File: src/rtl/rv_decode_pkg.sv
// Shared types and opcode constants for the RV32I decode queue.
package rv_decode_pkg;

    typedef enum logic [2:0] {
        FMT_R    = 3'd0,
        FMT_I    = 3'd1,
        FMT_S    = 3'd2,
        FMT_B    = 3'd3,
        FMT_U    = 3'd4,
        FMT_J    = 3'd5,
        FMT_NONE = 3'd6
    } fmt_t;

    localparam logic [6:0] OP_LUI    = 7'b0110111;
    localparam logic [6:0] OP_AUIPC  = 7'b0010111;
    localparam logic [6:0] OP_JAL    = 7'b1101111;
    localparam logic [6:0] OP_JALR   = 7'b1100111;
    localparam logic [6:0] OP_BRANCH = 7'b1100011;
    localparam logic [6:0] OP_LOAD   = 7'b0000011;
    localparam logic [6:0] OP_STORE  = 7'b0100011;
    localparam logic [6:0] OP_IMM    = 7'b0010011;
    localparam logic [6:0] OP_REG    = 7'b0110011;
    localparam logic [6:0] OP_FENCE  = 7'b0001111;
    localparam logic [6:0] OP_SYSTEM = 7'b1110011;

    // pc and imm are XLEN-wide, so they are stored beside this struct
    typedef struct packed {
        logic [6:0] opcode;
        logic [4:0] rd;
        logic [2:0] f3;
        logic [4:0] r1;
        logic [4:0] r2;
        logic [6:0] f7;
        fmt_t       fmt;
        logic       illegal;
    } decoded_entry_t;

endpackage

File: src/rtl/rv_imm_gen.sv
// Combinational format classifier and sign-extended immediate builder.
module rv_imm_gen
    import rv_decode_pkg::*;
#(
    parameter int XLEN = 32
) (
    input  logic [31:0]     instr,
    output fmt_t            fmt,
    output logic [XLEN-1:0] imm,
    output logic            illegal
);

    logic [6:0]  op;
    logic [31:0] imm32;
    logic        is_i;

    assign op = instr[6:0];

    assign is_i = (op == OP_IMM) || (op == OP_LOAD)
               || (op == OP_JALR) || (op == OP_SYSTEM)
               || (op == OP_FENCE);

    always_comb begin
        fmt = FMT_NONE;
        unique case (1'b1)
            (op == OP_REG):                       fmt = FMT_R;
            is_i:                                 fmt = FMT_I;
            (op == OP_STORE):                     fmt = FMT_S;
            (op == OP_BRANCH):                    fmt = FMT_B;
            (op == OP_LUI) || (op == OP_AUIPC):   fmt = FMT_U;
            (op == OP_JAL):                       fmt = FMT_J;
            default:                              fmt = FMT_NONE;
        endcase
    end

    always_comb begin
        imm32 = '0;
        unique case (fmt)
            FMT_I: imm32 = {{20{instr[31]}}, instr[31:20]};
            FMT_S: imm32 = {{20{instr[31]}}, instr[31:25],
                            instr[11:7]};
            FMT_B: imm32 = {{19{instr[31]}}, instr[31], instr[7],
                            instr[30:25], instr[11:8], 1'b0};
            FMT_U: imm32 = {instr[31:12], 12'b0};
            FMT_J: imm32 = {{11{instr[31]}}, instr[31],
                            instr[19:12], instr[20],
                            instr[30:21], 1'b0};
            default: imm32 = '0;
        endcase
    end

    // replicate bit 31 so the same expression also covers XLEN == 32
    assign imm = {{(XLEN-31){imm32[31]}}, imm32[30:0]};

    // every legal opcode ends in 2'b11, so a bad low pair lands in NONE
    assign illegal = (fmt == FMT_NONE) || (instr[1:0] != 2'b11);

endmodule

File: src/rtl/rv_decode_queue.sv
// Decodes fetched instructions and buffers the decoded fields in a FIFO
// between fetch and register-read.
module rv_decode_queue
    import rv_decode_pkg::*;
#(
    parameter int XLEN  = 32,
    parameter int DEPTH = 2,
    parameter int CNT_W = $clog2(DEPTH+1)
) (
    input  logic             clk,
    input  logic             rst,
    input  logic             flush,
    input  logic             in_valid,
    output logic             in_ready,
    input  logic [31:0]      in_instr,
    input  logic [XLEN-1:0]  in_pc,
    output logic             out_valid,
    input  logic             out_ready,
    output logic [XLEN-1:0]  out_pc,
    output logic [6:0]       out_opcode,
    output logic [4:0]       out_rd,
    output logic [2:0]       out_f3,
    output logic [4:0]       out_r1,
    output logic [4:0]       out_r2,
    output logic [6:0]       out_f7,
    output logic [2:0]       out_fmt,
    output logic [XLEN-1:0]  out_imm,
    output logic             out_illegal,
    output logic [CNT_W-1:0] occupancy
);

    localparam int PTR_W = $clog2(DEPTH);
    localparam logic [CNT_W-1:0] FULL = CNT_W'(DEPTH);

    logic [PTR_W-1:0] wr_ptr;
    logic [PTR_W-1:0] rd_ptr;
    logic [CNT_W-1:0] count;

    decoded_entry_t   fields [DEPTH];
    logic [XLEN-1:0]  pc_q   [DEPTH];
    logic [XLEN-1:0]  imm_q  [DEPTH];

    fmt_t             dec_fmt;
    logic [XLEN-1:0]  dec_imm;
    logic             dec_illegal;
    decoded_entry_t   dec_entry;
    decoded_entry_t   head;

    logic             push;
    logic             pop;

    rv_imm_gen #(
        .XLEN(XLEN)
    ) u_imm_gen (
        .instr   (in_instr),
        .fmt     (dec_fmt),
        .imm     (dec_imm),
        .illegal (dec_illegal)
    );

    always_comb begin
        dec_entry         = '0;
        dec_entry.opcode  = in_instr[6:0];
        dec_entry.rd      = in_instr[11:7];
        dec_entry.f3      = in_instr[14:12];
        dec_entry.r1      = in_instr[19:15];
        dec_entry.r2      = in_instr[24:20];
        dec_entry.f7      = in_instr[31:25];
        dec_entry.fmt     = dec_fmt;
        dec_entry.illegal = dec_illegal;
    end

    assign in_ready  = (count < FULL);
    assign out_valid = (count != '0);
    assign occupancy = count;

    // input taken during a flush is dropped rather than stored
    assign push = in_valid && in_ready && !flush;
    assign pop  = out_valid && out_ready;

    always_ff @(posedge clk) begin
        if (rst) begin
            wr_ptr <= '0;
            rd_ptr <= '0;
            count  <= '0;
            for (int i = 0; i < DEPTH; i++) begin
                fields[i] <= '0;
                pc_q[i]   <= '0;
                imm_q[i]  <= '0;
            end
        end else if (flush) begin
            wr_ptr <= '0;
            rd_ptr <= '0;
            count  <= '0;
        end else begin
            if (push) begin
                fields[wr_ptr] <= dec_entry;
                pc_q[wr_ptr]   <= in_pc;
                imm_q[wr_ptr]  <= dec_imm;
                wr_ptr         <= wr_ptr + 1'b1;
            end
            if (pop) begin
                rd_ptr <= rd_ptr + 1'b1;
            end
            unique case ({push, pop})
                2'b10:   count <= count + 1'b1;
                2'b01:   count <= count - 1'b1;
                default: count <= count;
            endcase
        end
    end

    assign head        = fields[rd_ptr];
    assign out_pc      = pc_q[rd_ptr];
    assign out_imm     = imm_q[rd_ptr];
    assign out_opcode  = head.opcode;
    assign out_rd      = head.rd;
    assign out_f3      = head.f3;
    assign out_r1      = head.r1;
    assign out_r2      = head.r2;
    assign out_f7      = head.f7;
    assign out_fmt     = head.fmt;
    assign out_illegal = head.illegal;

endmodule

File: config.mk
export PLATFORM = sky130hd
export DESIGN_NAME = rv_decode_queue
export DESIGN_NICKNAME = d
export VERILOG_FILES = /design/src/rtl/rv_decode_pkg.sv /design/src/rtl/rv_imm_gen.sv /design/src/rtl/rv_decode_queue.sv
export SDC_FILE = /design/constraint.sdc
export NUM_CORES = 1
export LEC_CHECK = 0
export ABC_AREA = 1
export BUFFER_PORTS_ARGS = -buffer_cell sky130_fd_sc_hd__buf_2
export CORE_MARGIN = 1.5
export CORE_UTILIZATION = 44
export CTS_CLUSTER_SIZE = 20
export DETAILED_ROUTE_END_ITERATION = 7
export PLACE_DENSITY = 0.66
export SETUP_SLACK_MARGIN = 0.2
export SLEW_MARGIN = 10
export SYNTH_ARGS = -nofsm -noshare
export SYNTH_HDL_FRONTEND = slang
export SYNTH_SLANG_ARGS = --single-unit
File: constraint.sdc
create_clock -name clk -period 4.92 [get_ports clk]
set_input_delay 0.984 -clock clk [delete_from_list [all_inputs] [get_ports clk]]
set_output_delay 0.984 -clock clk [all_outputs]
set_load 0.1 [all_outputs]
==> results.yml <==
route:
  first_pass_iters: 4
  final_antenna_net_count: 0
  drt-initial-drc-count: 325
  wl_um: 20300
  drc: 0
  wl_per_cell_um: 16.7
  vias: 6022
  via_per_inst: 4.95
floorplan:
  rows: 52
  die_h_um: 147
  io_pins: 173
  core_um2: 20400
  die_area_um2: 21700
  die-width_um: 147
  initial_core_util: 0.450
grt:
  grt_pass1_vias: 5907
  grt_max_degree: 86
  overflow: 0
  grt_antenna_before_repair: 0
  grt_pass1_wl_um: 31500
  grtUsageTotal: 0.185
sta:
  slew_headroom: 0.276
  holdWs_ps: 451
  timing.final.crit_share: 0.697
  period_minus_slack_ps: 3430
  setup_tns_ps: 0
  finalMaxSlewViolations: 0
  rsz0062_at_grt: "no"
  fmax_ghz: 0.292
  worst_slack_ps: 1490
  hold_viol: 0
  setup_viol: 0
  skew_ps: 13.6
  worst_pin_slew_ps: 1090
clock_tree:
  cts_buffer_depth: 3
  postCtsSetupRepairBufs: 0
  post_cts_resize_count: 0
  clk_latency_ps: 490
  cts-hold-fix-buffers: 0
  cts_num_sinks: 205
  cts_root_buf: "clkbuf_16"
  cts_tree: "done"
  htreeDepth: 1
  clk_pin_slew_worst_paths_ps: 60
  cts_buffers: 22
run_status:
  status: "finished clean"
critical_path:
  endpoint_kind: "primary output"
  crit_family: "flip-flops"
  cp_cell_sequence: "buf_12 > mux2_2 > buf_2"
  crit_arrival_ps: 2440
  max_stage_delay_ps: 840
  crit_fanout: 52
  crit_type: "register to primary output"
  crit_slowest_cell: "dfxtp_4"
  cp.required_ps: 3940
  start_kind: "register"
  crit_buf_inv: 2
power_and_ir_drop:
  seqPwrFrac: 0.476
  power.total_mw: 4.23
  p_leak_nw: 4.70
  intPower_mw: 3.06
  comb_power_share: 0.150
  ir_drop_uv: 270
  p_clk_frac: 0.374
  p_per_area_nw_per_um2: 384
  switching_share: 0.277
  p_sw_mw: 1.17
synth:
  avgSynthCellArea_um2: 11.9
  synth_seq_cells: 205
  synth_nets: 839
  ys_types: 27
  yosysWarningCount: 0
  syn_area_um2: 9170
  syn_inst: 768
  ys_seq_area_frac: 0.666
layout:
  stdcell_count: 1216
  nets: 1002
  antenna_cells: 0
  drive_above_1_share: 0.353
  layout_commonest_cell: "nor2_1"
  final_cell_mix: "nor2_1 (222), edfxtp_1 (200), buf_2 (172), mux2_2 (100), inv_1 (77)"
  syn_to_final_growth_pct: 20.0
hold_path:
  hold_class: "register to register"
job:
  drv_cap: 0
placed_design:
  routabilityCongestion: 0.788
  place_inst: 1177
  dpl_worst_slack_ps: 1300
  portBuffers: 172
  hpwl_um: 12500
## sequential cells by signal, summed over array words and instances, names as in the netlist, named ones only
name / cells
imm_q: 64
fields: 72
occupancy: 2
pc_q: 64
rd_ptr: 1
wr_ptr: 1
## power groups by stage
stage          clock network, mW  logic, mW  registers (mW)
3_3_place_gp                   0      0.639            2.05
4_1_cts                     1.61      0.641            2.02
2_1_floorplan                  0      0.510            2.06
3_5_place_dp                   0      0.639            2.05
5_1_grt                     1.69      0.662            2.02
6_report                    1.58      0.635            2.01
## cell type report
cell class | instances | area, µm²
inverter | 87 | 327
clock inverter | 11 | 96.3
multi-input combinational | 438 | 2610
timing repair buffer | 177 | 936
sequential | 205 | 6110
clock buffer | 28 | 594
fill | 1757 | 9350
tap | 270 | 338
## cells by family (layout without fill, tap and decap cells)
| logic type | after synthesis | after routing | share of synthesized area |
|---|---|---|---|
| buffers and inverters | 125 | 303 | 0.0531 |
| AOI/OAI and AO/OA | 33 | 33 | 0.0190 |
| adders and majority gates | 2 | 2 | 0.00273 |
| muxes | 100 | 100 | 0.123 |
| and+or+nand+nor | 303 | 303 | 0.137 |
| DFF | 205 | 205 | 0.666 |
## metrics by stage
stage,utilization,area [µm²]
CTS,0.541,11000
detailed placement,0.507,10300
floorplan,-,9170
finish,0.541,11000
global route,0.541,11000
global placement,0.507,10300
## synthesized netlist by cell type
master	number	area [µm²]
edfxtp_1	200	6010
nand3b_1	1	7.51
nand4_1	1	6.26
nand2_1	39	146
nor2_2	1	6.26
a21oi_1	16	80.1
ha_1	2	25.0
clkinv_1	1	3.75
nand2_2	6	37.5
nand3_4	1	17.5
nor3_1	3	15.0
dfxtp_1	5	100
nand3_2	3	30.0
inv_2	9	33.8
o21ai_0	11	55.1
buf_2	2	10.0
nand3_1	22	110
a21oi_2	1	8.76
nor2_4	2	22.5
inv_1	77	289
buf_6	2	22.5
mux2_2	100	1130
o22ai_1	4	25.0
nand2_4	2	22.5
o21ai_1	1	5.00
clkbuf_1	34	128
nor2_1	222	833
## worst paths after layout
path	start	endpoint	slack [ps]	cells past startpoint
worst min register to register	rd_ptr$_SDFFE_PP0P_	register	450	1
worst max-delay path	register	out_pc[21]	1490	3
worst min-delay path	rd_ptr$_SDFFE_PP0P_	register	450	1
worst max register to register	occupancy[1]$_SDFFE_PP0P_	pc_q[1][29]$_SDFFCE_PN0P_	2430	6
## layer usage
metal / wire length, µm / up-vias / part of all wire / GRT usage
met2: 9900 / 154 / 0.49 / 0.311
met4: 341 / 0 / 0.017 / 0.0490
met3: 1030 / 24 / 0.051 / 0.0287
li1: - / 2919 / - / -
met5: 0 / - / 0 / 0
met1: 9050 / 2925 / 0.45 / 0.253
No activity file was read; power rests on OpenSTA's default activity.
